==> config.mk <==
export PLATFORM = sky130hd
export DESIGN_NAME = bcd_seq_conv
export DESIGN_NICKNAME = d
export VERILOG_FILES = /design/src/rtl/calc_pkg.sv /design/src/rtl/dd_adjust.sv /design/src/rtl/bcd_seq_conv.sv
export SDC_FILE = /design/constraint.sdc
export NUM_CORES = 1
export LEC_CHECK = 0
export ABC_AREA = 0
export CORE_MARGIN = 10
export CORE_UTILIZATION = 43
export DETAILED_ROUTE_END_ITERATION = 6
export PLACE_DENSITY = 0.74
export SLEW_MARGIN = 5
export SYNTH_ARGS = -nofsm -noshare
export SYNTH_HDL_FRONTEND = slang
export SYNTH_SLANG_ARGS = --single-unit
==> constraint.sdc <==
create_clock -name CLOCK_50 -period 1.96 [get_ports CLOCK_50]
set_clock_uncertainty 0.15 [all_clocks]
set_input_delay 0.49 -clock CLOCK_50 [delete_from_list [all_inputs] [get_ports CLOCK_50]]
set_output_delay 0.49 -clock CLOCK_50 [all_outputs]
set_load 0.01 [all_outputs]
==> src/rtl/calc_pkg.sv <==
// rtl/calc_pkg.sv - shared types and constants for the sequential BCD converter
package calc_pkg;

  typedef enum logic [0:0] {
    ST_IDLE  = 1'b0,
    ST_SHIFT = 1'b1
  } state_e;

  localparam int         BCD_DIGIT_W = 4;
  localparam logic [3:0] DD_THRESH   = 4'd5;
  localparam logic [3:0] DD_ADD      = 4'd3;

endpackage

==> src/rtl/dd_adjust.sv <==
// rtl/dd_adjust.sv - single-digit add-3 correction applied before each double-dabble shift
module dd_adjust
  import calc_pkg::*;
(
  input  logic [BCD_DIGIT_W-1:0] din,
  output logic [BCD_DIGIT_W-1:0] dout
);

  // A digit >= 5 would exceed 9 after doubling; adding 3 makes the shift carry into the next digit.
  assign dout = (din >= DD_THRESH) ? din + DD_ADD : din;

endmodule

==> src/rtl/bcd_seq_conv.sv <==
// rtl/bcd_seq_conv.sv - sequential binary to packed BCD converter, one input bit per clock
module bcd_seq_conv
  import calc_pkg::*;
#(
  parameter int WIDTH  = 10,
  parameter int DIGITS = 4
) (
  input  logic                          CLOCK_50,
  input  logic                          RST_N,
  input  logic                          start,
  input  logic [WIDTH-1:0]              bin,
  output logic                          busy,
  output logic                          done,
  output logic [BCD_DIGIT_W*DIGITS-1:0] bcd,
  output logic                          overflow
);

  localparam int BCD_W = BCD_DIGIT_W * DIGITS;
  localparam int SH_W  = BCD_W + WIDTH;
  localparam int CNT_W = $clog2(WIDTH + 1);
  localparam logic [CNT_W-1:0] CNT_LAST = CNT_W'(WIDTH - 1);

  state_e           state_q, state_d;
  logic [CNT_W-1:0] cnt_q, cnt_d;
  logic [WIDTH-1:0] sh_bin_q, sh_bin_d;
  logic [BCD_W-1:0] sh_bcd_q, sh_bcd_d;
  logic             ovf_acc_q, ovf_acc_d;
  logic [BCD_W-1:0] bcd_q, bcd_d;
  logic             overflow_q, overflow_d;
  logic             done_q, done_d;

  logic [BCD_W-1:0] adj_bcd;
  logic [SH_W-1:0]  shift_full;
  logic [SH_W-1:0]  shifted;
  logic             out_bit;

  for (genvar g = 0; g < DIGITS; g++) begin : g_adj
    dd_adjust u_dd_adjust (
      .din  (sh_bcd_q[g*BCD_DIGIT_W +: BCD_DIGIT_W]),
      .dout (adj_bcd[g*BCD_DIGIT_W +: BCD_DIGIT_W])
    );
  end

  // Bits leaving the top digit mean the value does not fit in DIGITS decimal places.
  assign shift_full = {adj_bcd, sh_bin_q};
  assign shifted    = {shift_full[SH_W-2:0], 1'b0};
  assign out_bit    = shift_full[SH_W-1];

  always_comb begin
    state_d    = state_q;
    cnt_d      = cnt_q;
    sh_bin_d   = sh_bin_q;
    sh_bcd_d   = sh_bcd_q;
    ovf_acc_d  = ovf_acc_q;
    bcd_d      = bcd_q;
    overflow_d = overflow_q;
    done_d     = 1'b0;
    case (state_q)
      ST_IDLE: begin
        if (start) begin
          sh_bin_d  = bin;
          sh_bcd_d  = '0;
          ovf_acc_d = 1'b0;
          cnt_d     = '0;
          state_d   = ST_SHIFT;
        end
      end
      ST_SHIFT: begin
        sh_bcd_d  = shifted[SH_W-1:WIDTH];
        sh_bin_d  = shifted[WIDTH-1:0];
        ovf_acc_d = ovf_acc_q | out_bit;
        cnt_d     = cnt_q + CNT_W'(1);
        if (cnt_q == CNT_LAST) begin
          bcd_d      = shifted[SH_W-1:WIDTH];
          overflow_d = ovf_acc_q | out_bit;
          done_d     = 1'b1;
          state_d    = ST_IDLE;
        end
      end
      default: state_d = ST_IDLE;
    endcase
  end

  always_ff @(posedge CLOCK_50 or negedge RST_N) begin
    if (!RST_N) begin
      state_q    <= ST_IDLE;
      cnt_q      <= '0;
      sh_bin_q   <= '0;
      sh_bcd_q   <= '0;
      ovf_acc_q  <= 1'b0;
      bcd_q      <= '0;
      overflow_q <= 1'b0;
      done_q     <= 1'b0;
    end else begin
      state_q    <= state_d;
      cnt_q      <= cnt_d;
      sh_bin_q   <= sh_bin_d;
      sh_bcd_q   <= sh_bcd_d;
      ovf_acc_q  <= ovf_acc_d;
      bcd_q      <= bcd_d;
      overflow_q <= overflow_d;
      done_q     <= done_d;
    end
  end

  assign busy     = (state_q == ST_SHIFT);
  assign done     = done_q;
  assign bcd      = bcd_q;
  assign overflow = overflow_q;

endmodule
* Word level (Yosys, flattened, before mapping)
Cells that the tools add are included.
Storage, ports and cells: latch bits 0, memory bits (writable) 0, logic and storage cells 39, memories 0, memory bits (read-only) 0, register bits after elaboration 50
Cells by class: $lt $le $gt $ge 4, divide/modulo/power cells 0, reductions and logical operators 1, add/subtract/negate cells 5, multipliers 0, bitwise logic cells 2, shifts and indexed selects 0, multiplexer cells 17, equality and inequality tests 2
Operators by type and width (number):
- 16-bit case mux with 2 select lines | 1
- 4-bit 2-to-1 mux | 5
- 10-bit case mux with 2 select lines | 1
- 4-bit by 2-bit adder with 4-bit output, second input constant | 4
- 4-bit by 3-bit >= comparator with 1-bit output, second input constant | 4
- 16-bit 2-to-1 mux | 1
- 10-bit 2-to-1 mux | 1
- 4-bit case mux with 2 select lines | 1
- 1-bit 2-to-1 mux | 5
- 4-bit by 1-bit adder with 4-bit output, second input constant | 1
- 4-bit == test, second input constant | 1
- 1-bit case mux with 2 select lines | 2
- 2-bit inequality test, second input constant | 1
- 2-bit AND reduction | 1
- 1-bit NOT | 1
- 1-bit bitwise OR | 1

* Depth between registers and ports, before layout
depth in word-level cells 4, depth in mapped cells 6, mapped depth without buffers 6

* By module
A second synthesis with hierarchy kept.
Second synthesis, totals: cell total of the unflattened synthesis 208, area, all modules 2393.5 µm²
Modules (own cells, without submodules):
- bcd_seq_conv | times used 1, sequential area each 1251.2 µm², cells each 144, area each 1988.2 µm²
- dd_adjust | times used 4, sequential area each 0.0 µm², cells each 16, area each 101.3 µm²

* Worst setup path before layout
No wires, ideal clock.
path kind register to register, start point register sh_bcd_q[4], end point register bcd_q[6], in the netlist bcd[6], required time 1727 ps, cell stages (with the launch flop) 7, library setup time 83 ps, clock period less this slack 1632 ps, path buffers 0, arrival time 1399 ps, setup slack 328 ps, cells stage by stage dfrtp_1 > inv_1 > ha_1 > nand2b_1 > a21oi_1 > mux2_2 > o21ai_0
On the way: word-level cells in the longest chain between the ends 2
Ends and longest elaborated chain:
- from (decl) | line bcd_seq_conv.sv:26 | logic [BCD_W-1:0] sh_bcd_q, sh_bcd_d;
- from (signal assigned) | line bcd_seq_conv.sv:89 | sh_bcd_q <= '0;
- from (signal assigned) | line bcd_seq_conv.sv:98 | sh_bcd_q <= sh_bcd_d;
- 4-bit by 2-bit adder with 4-bit output / 4-bit by 3-bit >= comparator with 1-bit output (equally long branches) | line dd_adjust.sv:10 | assign dout = (din >= DD_THRESH) ? din + DD_ADD : din;
- 4-bit 2-to-1 mux * | line dd_adjust.sv:10
- to (signal assigned) | line bcd_seq_conv.sv:91 | bcd_q <= '0;
- to (signal assigned) | line bcd_seq_conv.sv:100 | bcd_q <= bcd_d;
- to (decl) | line bcd_seq_conv.sv:28 | logic [BCD_W-1:0] bcd_q, bcd_d;
Every way passes the cells marked *; elsewhere a longest branch is shown, timed or not. A chain may end at the register's enable or synchronous reset.

* Final worst setup path
start point register bcd_q[0], in the netlist bcd[0], end point output port bcd[0]
RTL lines:
- to (decl) | line bcd_seq_conv.sv:14 | output logic [BCD_DIGIT_W*DIGITS-1:0] bcd,
No word-level cell between the ends.

==> impl_metrics.csv <==
group,metric,value,unit
yosys,synth_edf_count,0,
yosys,postSynthCellCount,224,
clock_network,clk_pin_slew,0.09,ns
placed_design,hpwlAfterDp,3.32,mm
timing,rsz0062_at_grt,"false",
worst_setup_path,crit_chain,"clkdlybuf4s50_1",
floorplanning,core,5510,um2
final_layout,layout-drive-gt1-share,0.0965,
clock_network,cts_max_level,2,
yosys,netlist_area,2430,um2
worst_setup_path,required,1.32,ns
run,maxCapViolCount,0,
drt,ant_nets,0,
timing,hold_ws,0.333,ns
clock_network,cts_tree,"built",
pwr,ir_worst_vdd,0.600,mV
yosys,ys.flop_type,"dfrtp_1",
placed_design,dp_slack,0.154,ns
global_route,grt_max_degree,35,
timing,totalNegativeSetupSlack,0,ns
floorplanning,start_util,0.441,
timing,worstMarginPinSlew,0.425,ns
timing,fin_crit,1.88,ns
final_layout,diodes,0,
worst_setup_path,worst_ep_arrival_time,1.24,ns
worst_setup_path,crit_type,"flip-flop to output port",
hold_path,hp-class,"flip-flop to flip-flop",
drt,viasPerCell,5.01,
timing,maxSlewViolCount,0,
global_route,overflow,0,
yosys,syn_area_per_cell,10.8,um2
clock_network,cts.sink_count,50,
clock_network,numCtsBuffers,5,
drt,drt-total-wl,4.54,mm
timing,fmax,531,MHz
timing,slew_headroom,0.717,
drt,drt_iter0_drc,45,
global_route,antenna_found_initial,0,
clock_network,clkLatencyLatePin,0.31,ns
yosys,yosysSeqAreaShare,0.515,
yosys,yosysUniqueCellTypes,29,
timing,worst_slack,0.0784,ns
placed_design,numPortBuffers,31,
yosys,synth_top_area_frac,0.515,
drt,vias,1658,
floorplanning,dieHeight,95.2,um
global_route,grt_usage,0.106,
floorplanning,die_area,9060,um2
final_layout,fin_nets,281,
worst_setup_path,slowest_stage,"clkdlybuf4s50_1",
worst_setup_path,critPathLaunchType,"flip-flop",
outcome,outcome,"finished, final reports clean",
worst_setup_path,critical_path.top_delay_family,"buffers and inverters",
floorplanning,io_pins,32,
placed_design,gp_congestion,0.793,
pwr,power.density,1610,nW/um2
timing,hold_violations,0,
drt,wire_per_inst,13.7,um
drt,drcViolationCount,0,
timing,setup_viol,0,
yosys,synthArstFlopShare,1.00,
final_layout,layout-area-overhead-vs-synth,23.2,%
yosys,yosys.area.top_type,"dfrtp_1",
yosys,synth_fp_nets,247,
global_route,grt_pass1_wl,7.75,mm
yosys,ys_warn_count,0,
clock_network,cts_buffer_depth,2,
yosys,synth_top_cells_by_area,"dfrtp_1 51%, mux2i_1 10%, ha_1 5.1%, nand2b_1 5.1%, o21ai_0 4.3%",
drt,drt-pass1-iter-count,4,
worst_setup_path,cp_slowest_stage_delay,0.56,ns
worst_setup_path,critPathMaxFanout,2,
floorplanning,rows,27,
clock_network,post_cts_resized,0,
yosys,synth_seq_cells,50,
clock_network,clockRootBuffer,"clkbuf_8",
floorplanning,die_x,95.2,um
worst_setup_path,cp-end-kind,"output port",
pwr,power.leakage,1.41,nW
worst_setup_path,path_buf_inv,1,
timing,finalCritPeriodShare,0.960,
global_route,grt_pass1_vias,1697,
## flip-flops by register name, indices dropped and copies added (netlist names)
name	flops
cnt_q	4
ovf_acc_q	1
done	1
sh_bcd_q	16
overflow	1
busy	1
bcd	16
sh_bin_q	10
## metal layers
metal,global-route usage,vias up,part of all wire
li1,-,829,-
met1,0.126,796,0.48
met3,0.0369,6,0.060
met2,0.177,27,0.44
met4,0.0337,0,0.013
met5,0,-,0
## cells in the final DEF (no fill, tap or decap), types with 8 or more instances in the layout
| master | n |
|---|---|
| dfrtp_1 | 49 |
| clkdlybuf4s50_1 | 30 |
| nand2_1 | 26 |
| mux2i_1 | 25 |
| o21ai_0 | 21 |
| nand2b_1 | 20 |
| a21oi_1 | 11 |
| ha_1 | 10 |
| inv_1 | 9 |
| nor3b_1 | 8 |
## Yosys cell counts (2+ instances only)
master	number
clkbuf_1	3
o31ai_1	2
nand2_1	26
ha_1	10
mux2i_1	25
inv_1	9
xnor2_1	5
o21ai_1	6
nor3b_1	8
dfrtp_1	50
buf_2	6
mux2_4	2
a21oi_1	11
mux2_2	4
nor2_1	3
a22o_1	2
o21ai_0	21
nand2b_1	20
## through the flow
stage                     std cells  power [mW]  utilization  instance area, um2
after floorplan                 224        3.26            -                2430
after global placement          322        3.91        0.516                2840
after detailed placement        322        4.01        0.516                2840
after CTS                       331        4.91        0.544                2990
after global routing            331        5.24        0.544                2990
final                           331        4.83        0.544                2990
## final timing paths
check	to	depth (start not counted)	from	slack [ns]
setup / recovery	bcd[0]	1	bcd[0]	0.08
hold / removal	bcd[3]	2	bcd[3]	0.33
setup reg to reg	sh_bcd_q[14]	6	sh_bcd_q[12]	0.17
hold reg to reg	bcd[3]	2	bcd[3]	0.33
max in group asynchronous	busy	3	RST_N	0.63
min in group asynchronous	ovf_acc_q	2	RST_N	0.49
## power by group
group          internal [mW]  switching, mW
registers               1.48          0.336
clock network          0.544          0.342
logic                   1.09           1.04
## kinds of logic after synthesis
logic type               share of synthesized area
adder cells (fa/ha/maj)                     0.0515
buffers and inverters                       0.0355
multiplexers                                 0.134
AO/OA/AOI/OAI                                0.105
AND/OR/NAND/NOR                              0.137
flip-flops                                   0.515
XOR/XNOR                                    0.0216
## timing repair
item                                   in CTS  in global routing
endpoints found under the hold margin      16                  0
setup buffers                               0                  0
hold buffers                                1                  0
## final cells by class
| type | count | area [um2] |
|---|---|---|
| sequential | 50 | 1250 |
| clock inverter | 2 | 60.1 |
| tap | 72 | 90.1 |
| inverter | 10 | 37.5 |
| fill | 485 | 2510 |
| timing repair buffer | 37 | 378 |
| multi-input combinational | 154 | 1090 |
| clock buffer | 6 | 82.6 |
Note: power is estimated with default switching activity, not from simulation.
